==> config.mk <==
export PLATFORM = sky130hd
export DESIGN_NAME = dmem_arbiter
export DESIGN_NICKNAME = d
export VERILOG_FILES = /design/src/rtl/dmem_arbiter.sv
export SDC_FILE = /design/constraint.sdc
export NUM_CORES = 1
export LEC_CHECK = 0
export CAP_MARGIN = 30
export CORE_ASPECT_RATIO = 0.5
export CORE_MARGIN = 3
export CORE_UTILIZATION = 45
export CTS_BUF_LIST = sky130_fd_sc_hd__clkbuf_2
export DETAILED_ROUTE_END_ITERATION = 10
export PLACE_DENSITY = 0.95
export SYNTH_ARGS = -nofsm -noshare
export SYNTH_HDL_FRONTEND = slang
export SYNTH_SLANG_ARGS = --single-unit
export TNS_END_PERCENT = 10
==> constraint.sdc <==
create_clock -name clk -period 9.5 [get_ports clk]
set_input_delay 1.9 -clock clk [delete_from_list [all_inputs] [get_ports clk]]
set_output_delay 1.9 -clock clk [all_outputs]
set_load 0.05 [all_outputs]
==> src/rtl/dmem_arbiter.sv <==
// Two-port arbiter and single-access sequencer in front of the single-port dmem.
// One request in flight: handshake -> ACCESS (dmem driven) -> RESP (response pulse).
module dmem_arbiter #(
  parameter int XLEN        = 32,
  parameter bit ROUND_ROBIN = 1'b1
) (
  input  logic            clk,
  input  logic            reset,
  input  logic            p0_req,
  input  logic            p0_we,
  input  logic [XLEN-1:0] p0_addr,
  input  logic [XLEN-1:0] p0_wdata,
  input  logic [1:0]      p0_size,
  input  logic            p0_lu,
  output logic            p0_gnt,
  output logic            p0_rvalid,
  output logic [XLEN-1:0] p0_rdata,
  output logic            p0_err,
  input  logic            p1_req,
  input  logic            p1_we,
  input  logic [XLEN-1:0] p1_addr,
  input  logic [XLEN-1:0] p1_wdata,
  input  logic [1:0]      p1_size,
  input  logic            p1_lu,
  output logic            p1_gnt,
  output logic            p1_rvalid,
  output logic [XLEN-1:0] p1_rdata,
  output logic            p1_err,
  output logic            mem_we,
  output logic [XLEN-1:0] mem_a,
  output logic [XLEN-1:0] mem_wd,
  output logic            mem_lb,
  output logic            mem_lh,
  output logic            mem_sb,
  output logic            mem_sh,
  output logic            mem_lu,
  input  logic [XLEN-1:0] mem_rd
);

  localparam int NPORT = 2;

  typedef enum logic [1:0] {IDLE, ACCESS, RESP} state_e;

  typedef struct packed {
    logic            we;
    logic [XLEN-1:0] addr;
    logic [XLEN-1:0] wdata;
    logic [1:0]      size;
    logic            lu;
  } req_t;

  function automatic logic bad_req(req_t r);
    return (r.size == 2'b00) ||
           (r.size == 2'b11 && r.addr[1:0] != 2'b00) ||
           (r.size == 2'b10 && r.addr[0]);
  endfunction

  state_e                      state_q, state_d;
  logic                        rr_last_q, rr_last_d;
  logic                        owner_q, owner_d;
  req_t                        rq_q, rq_d;
  logic                        err_q, err_d;
  logic [XLEN-1:0]             rdata_q, rdata_d;

  req_t [NPORT-1:0]            req_in;
  logic [NPORT-1:0]            req_v;
  logic [NPORT-1:0]            gnt;
  logic [NPORT-1:0]            rvalid;
  logic [NPORT-1:0][XLEN-1:0]  rdata;
  logic [NPORT-1:0]            err;
  logic                        can_gnt;
  logic                        hs;
  logic                        sel;

  assign req_in[0] = {p0_we, p0_addr, p0_wdata, p0_size, p0_lu};
  assign req_in[1] = {p1_we, p1_addr, p1_wdata, p1_size, p1_lu};
  assign req_v     = {p1_req, p0_req};

  // Grants are only offered when the sequencer can take a new access next edge.
  assign can_gnt = !reset && (state_q == IDLE || state_q == RESP);

  always_comb begin
    gnt = '0;
    if (can_gnt) begin
      case (req_v)
        2'b01:   gnt = 2'b01;
        2'b10:   gnt = 2'b10;
        2'b11:   gnt = (ROUND_ROBIN && !rr_last_q) ? 2'b10 : 2'b01;
        default: gnt = '0;
      endcase
    end
  end

  assign hs  = |(gnt & req_v);
  assign sel = gnt[1];

  always_comb begin
    state_d   = state_q;
    rr_last_d = rr_last_q;
    owner_d   = owner_q;
    rq_d      = rq_q;
    err_d     = err_q;
    rdata_d   = rdata_q;
    case (state_q)
      ACCESS: begin
        rdata_d = (!rq_q.we && !err_q) ? mem_rd : '0;
        state_d = RESP;
      end
      IDLE, RESP: begin
        if (hs) begin
          owner_d   = sel;
          rq_d      = req_in[sel];
          err_d     = bad_req(req_in[sel]);
          rr_last_d = sel;
          state_d   = ACCESS;
        end else begin
          state_d = IDLE;
        end
      end
      default: state_d = IDLE;
    endcase
  end

  always_ff @(posedge clk or posedge reset) begin
    if (reset) begin
      state_q   <= IDLE;
      rr_last_q <= 1'b1;
      owner_q   <= 1'b0;
      rq_q      <= '0;
      err_q     <= 1'b0;
      rdata_q   <= '0;
    end else begin
      state_q   <= state_d;
      rr_last_q <= rr_last_d;
      owner_q   <= owner_d;
      rq_q      <= rq_d;
      err_q     <= err_d;
      rdata_q   <= rdata_d;
    end
  end

  // dmem strobes decode straight from the state flop, so an async reset kills them at once.
  always_comb begin
    mem_we = 1'b0;
    mem_a  = '0;
    mem_wd = '0;
    mem_lb = 1'b0;
    mem_lh = 1'b0;
    mem_sb = 1'b0;
    mem_sh = 1'b0;
    mem_lu = 1'b0;
    if (state_q == ACCESS && !err_q) begin
      mem_a  = rq_q.addr;
      mem_wd = rq_q.wdata;
      mem_lu = rq_q.lu;
      if (rq_q.we) begin
        mem_we = 1'b1;
        mem_sb = rq_q.size[1];
        mem_sh = rq_q.size[0];
      end else begin
        mem_lb = rq_q.size[1];
        mem_lh = rq_q.size[0];
      end
    end
  end

  for (genvar i = 0; i < NPORT; i++) begin : g_resp
    assign rvalid[i] = (state_q == RESP) && (owner_q == 1'(i));
    assign rdata[i]  = rvalid[i] ? rdata_q : '0;
    assign err[i]    = rvalid[i] & err_q;
  end

  assign p0_gnt    = gnt[0];
  assign p1_gnt    = gnt[1];
  assign p0_rvalid = rvalid[0];
  assign p1_rvalid = rvalid[1];
  assign p0_rdata  = rdata[0];
  assign p1_rdata  = rdata[1];
  assign p0_err    = err[0];
  assign p1_err    = err[1];

endmodule

==> summary.md, run 1 <==
| Metric | Value |
|---|---|
| # resized after CTS | `0` |
| Fin crit share | `68.6%` |
| Post-CTS Setup Bufs | `0` |
| Final Power | `1.25 mW` |
| Post-route setup TNS | `0 ps` |
| Cell Area, Synth | `0.00625 mm2` |
| Fin nets | `1077` |
| GRT Total Usage | `25.3%` |
| Synthesized area per cell | `9.67 um2` |
| Inserted Clock Buffers | `9` |
| Clock tree sinks | `105` |
| Hpwl dp | `14.6 mm` |
| Crit path time final | `6520 ps` |
| CTS tree | `yes` |
| Ys async rst share | `100%` |
| Slowest cell on crit path | `clkdlybuf4s50_1` |
| Cell taking the most area after synthesis | `dfrtp_1` |
| Remaining DRCs | `0` |
| Routed wire length | `20.3 mm` |
| Headroom to the max-slew limit | `32.3%` |
| Actual slew at the worst max-slew pin | `1010 ps` |
| Worst Setup Path Type | `in -> out` |
| Antenna-violating nets left | `0` |
| Final setup violation count | `0` |
| CP delay by family, top | `buffers and inverters` |
| CP Capture Type | `primary output` |
| Sw frac | `37.1%` |
| Max Cap Violations | `0` |
| Clock skew | `29.5 ps` |
| Sequential fraction of the synthesis area | `42.1%` |
| Unique cell type count in the Yosys netlist | `27` |
| Most frequent cells in the layout | `clkdlybuf4s50_1, and2_1, dfrtp_1` |
| P&R area growth vs syn | `51.0%` |
| Total number of vias | `6199` |
| Worst IR drop on VDD | `0.0832 mV` |
| Synth Warn # | `0` |
| Cell Rows | `29` |
| Combinational power share | `37.1%` |
| PD cells | `133 mW/mm2` |
| Post-Syn Nets | `818` |
| PortBufs | `311` |
| Yosys top cell area share | `41.6%` |
| Largest net degree at the start of global routing | `75` |
| Grt total ovfl | `0` |
| EDFF count, synth | `0` |
| Hold slack | `559 ps` |
| ANT cells | `0` |
| Die Area | `0.0154 mm2` |
| Longest Clk Path Bufs | `2` |
| Ports | `312` |
| Fin. Hold Viols | `0` |
| Switch Pwr | `0.464 mW` |
| DR vias/cell | `5.66` |
| P_leak | `3.56 nW` |
| Initial DRC count | `447` |
| Fin. max-slew vios | `0` |
| Fraction of layout cells with a size suffix above 1 | `11.9%` |
| CP Buf/Inv Count | `4` |
| Post-CTS Hold Fix Bufs | `0` |
| Clock transition at the registers of the reported paths | `270 ps` |
| FF+latch count, synth | `105` |
| Later-pin clock latency in the skew report | `550 ps` |
| Worst setup SP type | `input port` |
| Status | `finished clean` |
| Commonest non-fill, non-tap cell in the layout | `clkdlybuf4s50_1` |
| RSZ-0062 raised after global routing | `no` |
| Synth Flop Type | `dfrtp_1` |
| Synth Instances | `646` |
| TritonRoute pass-1 iters | `4` |
| Vias in the first global route | `6082` |
| Synth top area cells | `dfrtp_1, a31oi_2, and2_1, a21oi_1, nand3_1` |
| Placed cell count | `1080` |
| Initial antenna violation count | `0` |
| Clk Tree Root Cell | `clkbuf_2` |
| Max Clock Freq | `153 MHz` |
| Post-Layout Cell Count | `1096` |
| First-pass GRT wire length | `31.7 mm` |
| Core ar. | `0.0131 mm2` |
| Seq pwr share | `46.0%` |
| Final Util | `72.0%` |
| Crit Path Max Fanout | `74` |
| Initial Utilization | `47.7%` |
| Data required time at the worst endpoint | `7600 ps` |
| Clk network pwr share | `16.9%` |
| Die Y | `89.3 um` |
| Die width | `173 um` |
| Htree depth | `3` |
| CP cell instances | `buf_2 > buf_4 > or2_2 > and2_4 > buf_16 > a21boi_1 > clkdlybuf4s50_1` |
| Wire per inst | `18.5 um` |
| GPL Wtd Cong | `0.816` |
| HP Class | `reg -> reg` |
| Crit path DAT | `4620 ps` |
| Internal power | `0.788 mW` |
| CP max stage delay | `830 ps` |
## flip-flops by register name (all words and copies together), names as in the netlist
| register | flops |
|---|---|
| rq_q | 68 |
| state_q | 2 |
| err_q | 1 |
| owner_q | 1 |
| rdata_q | 32 |
| rr_last_q | 1 |
## worst paths after layout
check,from,to,slack (ps),cells after the start
setup / recovery,p0_req,p1_gnt,2980,7
hold / removal,rdata_q[27],rdata_q[27],560,1
setup reg to reg,rr_last_q,rq_q[38],7370,4
hold reg to reg,rdata_q[27],rdata_q[27],560,1
max in group asynchronous,reset,rq_q[66],6480,3
min in group asynchronous,reset,rdata_q[2],1810,2
## metrics by stage
stage	setup WS [ps]	area, um2
after floorplan	4310	6250
after global placement	2770	9250
after detailed placement	3020	9320
after CTS	3030	9430
after global routing	2870	9430
final	2980	9430
## power groups by stage
stage / Clock [mW] / Sequential, mW / Combinational, mW
final: 0.211 / 0.576 / 0.465
after global routing: 0.234 / 0.586 / 0.497
after CTS: 0.216 / 0.574 / 0.466
after detailed placement: 0 / 0.583 / 0.466
after global placement: 0 / 0.578 / 0.446
after floorplan: 0 / 0.562 / 0.312
## cell type report
| type | instances | area, um2 |
|---|---|---|
| timing repair buffer | 322 | 3240 |
| multi-input combinational | 464 | 3200 |
| clock buffer | 9 | 45.0 |
| fill | 950 | 3660 |
| inverter | 3 | 13.8 |
| sequential | 105 | 2630 |
| tap | 186 | 233 |
| clock inverter | 7 | 68.8 |
## kinds of logic (layout without fill, tap and decap cells)
group / Yosys count / after routing / synth area share (%)
simple gates: 218 / 218 / 20.5
buf+inv: 77 / 341 / 7.27
compound gates: 246 / 246 / 30.2
flops: 105 / 105 / 42.1
## cells in the mapped netlist, drive strengths merged, types with 2 or more instances
| cell | number |
|---|---|
| o21ai | 68 |
| and3 | 3 |
| dfrtp | 104 |
| and2 | 135 |
| clkbuf | 48 |
| buf | 26 |
| inv | 3 |
| a22o | 32 |
| nand2b | 2 |
| nand3 | 68 |
| a31oi | 70 |
| nor2b | 3 |
| nor2 | 3 |
| a21oi | 73 |
## layer usage
| metal | up-vias | wire [um] | part of all wire (%) | track usage, % |
|---|---|---|---|---|
| met1 | 3039 | 7740 | 38 | 28.9 |
| met2 | 265 | 10800 | 53 | 48.8 |
| li1 | 2842 | - | - | - |
| met4 | 0 | 709 | 3.5 | 9.63 |
| met3 | 53 | 1070 | 5.3 | 4.28 |
| met5 | - | 0 | 0 | 0 |
Note: power is estimated with default switching activity, not from simulation.
==> inputs of run 2 (changes only) <==
--- a/config.mk
+++ b/config.mk
@@ -8,7 +8,7 @@
 export CAP_MARGIN = 30
 export CORE_ASPECT_RATIO = 0.5
 export CORE_MARGIN = 3
-export CORE_UTILIZATION = 45
+export CORE_UTILIZATION = 42
 export CTS_BUF_LIST = sky130_fd_sc_hd__clkbuf_2
 export DETAILED_ROUTE_END_ITERATION = 10
 export PLACE_DENSITY = 0.95
==> constraint.sdc (replaced) <==
create_clock -name clk -period 6.16 [get_ports clk]
set_input_delay 1.232 -clock clk [delete_from_list [all_inputs] [get_ports clk]]
set_output_delay 1.232 -clock clk [all_outputs]
set_load 0.05 [all_outputs]
==> run 2 against run 1 <==
- via count fell by 0.50%
- worst setup slack got worse by 1200 ps
- clock skew fell by 8.9 ps
- critical endpoint unchanged
- routed wire length rose by 2.1%
- highest routed layer is now met5
- core utilization fell by 4.8 points
- first-iteration DRC count fell by 17%
- combinational power rose by 54%
- largest power group unchanged
- critical path depth fell by 1
- clock power rose by 42%
- flip-flop and latch count did not move
==> summary.md, run 2 (synthesis gave the netlist of run 1 again) <==
| Metric | Value |
|---|---|
| Clock tree sinks | `105 (unchanged)` |
| Grt total ovfl | `0 (unchanged)` |
| Wire per inst | `18.8 um (was 18.5 um)` |
| Headroom to the max-slew limit | `32.5% (was 32.3%)` |
| Slowest cell on crit path | `buf_4 (was clkdlybuf4s50_1)` |
| CP most frequent cell | `buf_4` |
| Antenna-violating nets left | `0 (unchanged)` |
| Commonest non-fill, non-tap cell in the layout | `clkdlybuf4s50_1 (unchanged)` |
| CTS tree | `yes (unchanged)` |
| Most frequent cells in the layout | `clkdlybuf4s50_1, and2_1, dfrtp_1 (unchanged)` |
| Capturing point of the worst reg2reg path | `rq_q[0] (was rq_q[38])` |
| Worst setup SP type | `input port (unchanged)` |
| Worst IR drop on VDD | `0.0861 mV (was 0.0832 mV)` |
| Largest net degree at the start of global routing | `74 (was 75)` |
| Fillers | `1027 (was 950)` |
| Total number of vias | `6168 (was 6199)` |
| Fin. max-slew vios | `0 (unchanged)` |
| Routed wire length | `20.7 mm (was 20.3 mm)` |
| Crit path time final | `4420 ps` |
| HP Class | `reg -> reg (unchanged)` |
| Max Clock Freq | `226 MHz` |
| PortBufs | `311 (unchanged)` |
| Fin nets | `1078 (was 1077)` |
| Core ar. | `0.0140 mm2 (was 0.0131 mm2)` |
| Post-CTS Hold Fix Bufs | `0 (unchanged)` |
| Initial antenna violation count | `2 (was 0)` |
| Hold path start | `rdata_q[13] (was rdata_q[27])` |
| GRT Total Usage | `24.5% (was 25.3%)` |
| Area of the multi-input gates | `0.00320 mm2 (unchanged)` |
| Later-pin clock latency in the skew report | `560 ps (was 550 ps)` |
| Number of flip-flops in the largest register | `68 (unchanged)` |
| CP max stage delay | `620 ps (was 830 ps)` |
| Clock transition at the registers of the reported paths | `290 ps (was 270 ps)` |
| CP cell instances | `clkdlybuf4s50_1 > nor2_4 > buf_4 > and2_4 > a21boi_1 > buf_4 (was buf_2 > buf_4 > or2_2 > and2_4 > buf_16 > a21boi_1 > clkdlybuf4s50_1)` |
| Status | `finished clean (unchanged)` |
| Clk Tree Root Cell | `clkbuf_2 (unchanged)` |
| Top flop regs | `rq_q: 68 flops, rdata_q: 32 flops, state_q: 2 flops (unchanged)` |
| Ports | `312 (unchanged)` |
| Cells on worst reg2reg path | `6 (was 4)` |
| Final setup violation count | `0 (unchanged)` |
| Vias in the first global route | `6079 (was 6082)` |
| Actual slew at the worst max-slew pin | `1010 ps (about the same)` |
| Cell depth of the worst hold path | `1 (unchanged)` |
| P&R area growth vs syn | `51.0% (unchanged)` |
| Crit path DAT | `3190 ps (was 4620 ps)` |
| # resized after CTS | `0 (unchanged)` |
| GPL Wtd Cong | `0.851 (was 0.816)` |
| Reg2reg start | `state_q[0] (was rr_last_q)` |
| Post-route setup TNS | `0 ps (unchanged)` |
| Data required time at the worst endpoint | `4930 ps (was 7600 ps)` |
| WHS Endpoint | `rdata_q[13] (was rdata_q[27])` |
| Initial Utilization | `44.5% (was 47.7%)` |
| FF/Latch Area | `0.00263 mm2 (unchanged)` |
| P_leak | `3.55 nW (was 3.56 nW)` |
| Worst Setup Path Type | `in -> out (unchanged)` |
| Max Cap Violations | `0 (unchanged)` |
| Most flop-heavy register | `rq_q (unchanged)` |
| PD cells | `202 mW/mm2 (was 133 mW/mm2)` |
| Die Y | `92.3 um (was 89.3 um)` |
| TritonRoute pass-1 iters | `5 (was 4)` |
| First-pass GRT wire length | `32.2 mm (was 31.7 mm)` |
| Crit Path Max Fanout | `73 (was 74)` |
| Fin. Hold Viols | `0 (unchanged)` |
| Inserted Clock Buffers | `9 (unchanged)` |
| Initial DRC count | `370 (was 447)` |
| RSZ-0062 raised after global routing | `no (unchanged)` |
| Cell Rows | `30 (was 29)` |
| DR vias/cell | `5.59 (was 5.66)` |
| R2R Setup Slk | `3660 ps (was 7370 ps)` |
| CP delay by family, top | `buffers and inverters (unchanged)` |
| Hpwl dp | `14.8 mm (was 14.6 mm)` |
| Longest Clk Path Bufs | `2 (unchanged)` |
| Fin crit share | `71.8%` |
| Htree depth | `3 (unchanged)` |
| Fraction of layout cells with a size suffix above 1 | `12.1% (was 11.9%)` |
| Remaining DRCs | `0 (unchanged)` |
| Post-CTS Setup Bufs | `0 (unchanged)` |
| Die width | `178 um (was 173 um)` |
| CP Buf/Inv Count | `3 (was 4)` |
| Clock skew | `20.7 ps (was 29.5 ps)` |
| Die Area | `0.0165 mm2 (was 0.0154 mm2)` |
| CP Capture Type | `primary output (unchanged)` |
| Final Power | `1.90 mW (was 1.25 mW)` |
run 2: stage by stage:
step                std cells  cell area, um2  util (%)  hold slack [ps]  worst slack (ps)
floorplan                 646            6250         -              478              2170
global placement         1084            9260      65.9              495              1770
detailed placement       1087            9330      66.5              501              1750
CTS                      1103            9430      67.2              564              1740
global route             1104            9430      67.2              577              1650
finish                   1104            9430      67.2              557              1740
run 2: where the power goes:
| part | switching [mW] | total (mW) | leakage (nW) | internal [mW] |
|---|---|---|---|---|
| Clock | 0.242 | 0.299 | 0.0565 | 0.0567 |
| Combinational | 0.407 | 0.718 | 2.24 | 0.312 |
| Sequential | 0.0777 | 0.888 | 1.25 | 0.810 |
run 2: worst reg2reg max path, stage by stage, from the launching register on:
cell and delay, ps:
dfrtp_1 510, nor2_4 130, buf_4 620, and2_4 290, buf_4 340, buf_16 340, a31oi_2 180
run 2: routing by layer:
layer	share of wire (%)	global-route usage (%)	vias up
met3	6.4	5.25	64
li1	-	-	2839
met2	51	42.4	267
met1	39	29.4	2996
met5	0.048	0	-
met4	3.9	10.4	2
run 2: cell type report:
| type | instances | share of cell area (%) |
|---|---|---|
| Timing Repair Buffer | 323 | 34.4 |
| Multi-Input combinational cell | 464 | 33.9 |
| Sequential cell | 105 | 27.9 |
| Tap cell | 192 | 2.55 |
| Clock inverter | 7 | 0.570 |
| Clock buffer | 9 | 0.477 |
| Inverter | 3 | 0.146 |
| Antenna cell | 1 | 0.0265 |
run 2: worst max path at each step:
| stage | from | endpoint | cells past startpoint |
|---|---|---|---|
| after floorplan | reset | err_q | 1 |
| after global placement | reset | p1_gnt | 6 |
| after detailed placement | reset | p1_gnt | 6 |
| after CTS | reset | p1_gnt | 6 |
| after global routing | reset | p1_gnt | 6 |
| final | reset | p1_gnt | 6 |
==> inputs of run 3 (changes only) <==
==> constraint.sdc (replaced) <==
create_clock -name clk -period 4.3 [get_ports clk]
set_input_delay 0.86 -clock clk [delete_from_list [all_inputs] [get_ports clk]]
set_output_delay 0.86 -clock clk [all_outputs]
set_load 0.05 [all_outputs]
==> run 3 against run 2 <==
- clock-buffer cell count up 1
- routed wire length up 1.8%
- total power up 44%
- via count up 0.55%
- worst setup slack worse by 1300 ps
- critical path depth down 3
- combinational power up 42%
- cell area down 0.33%
- cell count about the same
- flip-flop and latch count unchanged
- first-iteration DRC count up 0.54%
- register-to-register slack worse by 1500 ps
- critical path type is now reg -> out
==> summary.md, run 3 (synthesis gave the netlist of run 1 again) <==
| Metric | Value |
|---|---|
| Worst Setup Path Type | `reg -> out (was in -> out)` |
| Crit path DAT | `3020 ps (was 3190 ps)` |
| Most flop-heavy register | `rq_q (unchanged)` |
| Hold path start | `rdata_q[14] (was rdata_q[13])` |
| Grt total ovfl | `0 (unchanged)` |
| Fin. max-slew vios | `0 (unchanged)` |
| Top routing layer in use | `met4 (was met5)` |
| Clk Tree Root Cell | `clkbuf_2 (unchanged)` |
| Design area | `0.00940 mm2 (was 0.00943 mm2)` |
| FF/Latch Area | `0.00263 mm2 (unchanged)` |
| Routed wire length | `21.1 mm (was 20.7 mm)` |
| Area of the multi-input gates | `0.00320 mm2 (unchanged)` |
| Core ar. | `0.0140 mm2 (unchanged)` |
| Clk network pwr share | `16.1% (was 15.7%)` |
| Htree depth | `3 (unchanged)` |
| P&R area growth vs syn | `50.5% (was 51.0%)` |
| Total number of vias | `6202 (was 6168)` |
| Die width | `178 um (unchanged)` |
| Largest net degree at the start of global routing | `71 (was 74)` |
| Slowest cell on crit path | `and3b_1 (was buf_4)` |
| CP startpoint | `state_q[0] (was reset)` |
| CP cell instances | `and3b_1 > and2_1 > clkdlybuf4s50_1 (was clkdlybuf4s50_1 > nor2_4 > buf_4 > and2_4 > a21boi_1 > buf_4)` |
| Headroom to the max-slew limit | `29.4% (was 32.5%)` |
| Clock skew | `42.6 ps (was 20.7 ps)` |
| Max Cap Violations | `0 (unchanged)` |
| Met1 WL | `8.11 mm (was 8.10 mm)` |
| CTS tree | `yes (unchanged)` |
| Initial antenna violation count | `0 (was 2)` |
| Commonest non-fill, non-tap cell in the layout | `clkdlybuf4s50_1 (unchanged)` |
| Worst IR drop on VDD | `0.117 mV (was 0.0861 mV)` |
| Die Y | `92.3 um (unchanged)` |
| Internal power | `1.69 mW (was 1.18 mW)` |
| Number of flip-flops in the largest register | `68 (unchanged)` |
| Clock tree sinks | `105 (unchanged)` |
| Fin nets | `1080 (was 1078)` |
| Crit Path Max Fanout | `34 (was 73)` |
| Crit path time final | `3880 ps` |
| P_leak | `3.60 nW (was 3.55 nW)` |
| Switch Pwr | `1.05 mW (was 0.726 mW)` |
| ANT cells | `0 (was 1)` |
| Fillers | `1042 (was 1027)` |
| Die Area | `0.0165 mm2 (unchanged)` |
| PortBufs | `311 (unchanged)` |
| Placed inst area | `0.00930 mm2 (was 0.00933 mm2)` |
| RSZ-0062 raised after global routing | `no (unchanged)` |
| PD cells | `291 mW/mm2 (was 202 mW/mm2)` |
| Final setup violation count | `0 (unchanged)` |
| Max Clock Freq | `258 MHz` |
| Fin. Hold Viols | `0 (unchanged)` |
| Post-route setup TNS | `0 ps (unchanged)` |
| Antenna-violating nets left | `0 (unchanged)` |
| Sw frac | `38.2% (was 38.1%)` |
| Seq pwr share | `46.5% (was 46.6%)` |
| Actual slew at the worst max-slew pin | `1060 ps (was 1010 ps)` |
| Met3 WL | `1.24 mm (was 1.32 mm)` |
| Post-CTS Hold Fix Bufs | `0 (unchanged)` |
| First-pass GRT wire length | `32.9 mm (was 32.2 mm)` |
| Vias in the first global route | `6143 (was 6079)` |
| Ports | `312 (unchanged)` |
| Clock transition at the registers of the reported paths | `310 ps (was 290 ps)` |
| Fin crit share | `90.2%` |
| Data required time at the worst endpoint | `3440 ps (was 4930 ps)` |
| Hpwl dp | `15.2 mm (was 14.8 mm)` |
| Met2 routed WL | `10.8 mm (was 10.5 mm)` |
| Remaining DRCs | `0 (unchanged)` |
| Inserted Clock Buffers | `9 (unchanged)` |
| Initial Utilization | `44.5% (unchanged)` |
| Longest Clk Path Bufs | `2 (unchanged)` |
| HP Class | `reg -> reg (unchanged)` |
| Later-pin clock latency in the skew report | `590 ps (was 560 ps)` |
| Fraction of layout cells with a size suffix above 1 | `14.1% (was 12.1%)` |
| GRT Total Usage | `24.9% (was 24.5%)` |
| Worst setup SP type | `flop (was input port)` |
| Reg2reg start | `rr_last_q (was state_q[0])` |
| TritonRoute pass-1 iters | `6 (was 5)` |
| Combinational power share | `37.5% (was 37.7%)` |
| Most frequent cells in the layout | `clkdlybuf4s50_1, and2_1, dfrtp_1 (unchanged)` |
| CP Capture Type | `primary output (unchanged)` |
| # resized after CTS | `0 (unchanged)` |
| Initial DRC count | `372 (was 370)` |
| Wire per inst | `19.1 um (was 18.8 um)` |
| Cell Rows | `30 (unchanged)` |
| GPL Wtd Cong | `0.848 (was 0.851)` |
| CP max stage delay | `870 ps (was 620 ps)` |
| Status | `finished clean (unchanged)` |
| Post-CTS Setup Bufs | `0 (unchanged)` |
| DR vias/cell | `5.61 (was 5.59)` |
| Top flop regs | `rq_q: 68 flops, rdata_q: 32 flops, state_q: 2 flops (unchanged)` |
## run 3: area by class of cell
type                       count  area share (%)
timing repair buffer         325            34.2
multi-input combinational    464            34.1
sequential                   105            28.0
tap                          192            2.55
clock inverter                 6           0.559
clock buffer                  10           0.532
inverter                       3           0.146
## run 3: through the flow
step,utilization (%),hold slack [ps],total power [mW],std cells,worst slack [ps]
after floorplan,-,478,1.93,646,681
after global placement,66.1,497,2.27,1088,1160
after detailed placement,66.2,502,2.31,1089,1030
after CTS,67.0,564,2.75,1105,327
after global routing,67.0,586,2.88,1105,202
final,67.0,561,2.73,1105,420
## run 3: per-layer routing
layer / global-route usage (%) / up-vias
li1: - / 2840
met1: 29.1 / 3028
met2: 43.4 / 257
met3: 5.46 / 77
met4: 11.9 / 0
met5: 0 / -
## run 3: path summary, 6_finish.rpt
path / slack [ps] / end / depth (start not counted)
worst min-delay path: 560 / rdata_q[14] / 1
min in group asynchronous: 760 / rq_q[57] / 2
worst max-delay path: 420 / p1_rdata[25] / 3
max in group asynchronous: 2670 / rq_q[11] / 3
worst min register to register: 560 / rdata_q[14] / 1
worst max register to register: 2200 / rq_q[20] / 4
## run 3: worst max-delay path: cells and delay by family, from the launching register on
kind	cells	cell delay, ps
simple gates	2	1120
buf+inv	1	830
flops	1	500
## run 3: power by group through the flow
| stage | Combinational (mW) | Clock (mW) | Sequential (mW) |
|---|---|---|---|
| after detailed placement | 1.03 | 0 | 1.29 |
| after global placement | 0.995 | 0 | 1.28 |
| after CTS | 1.03 | 0.452 | 1.27 |
| after floorplan | 0.688 | 0 | 1.24 |
| after global routing | 1.10 | 0.491 | 1.29 |
| final | 1.02 | 0.439 | 1.27 |
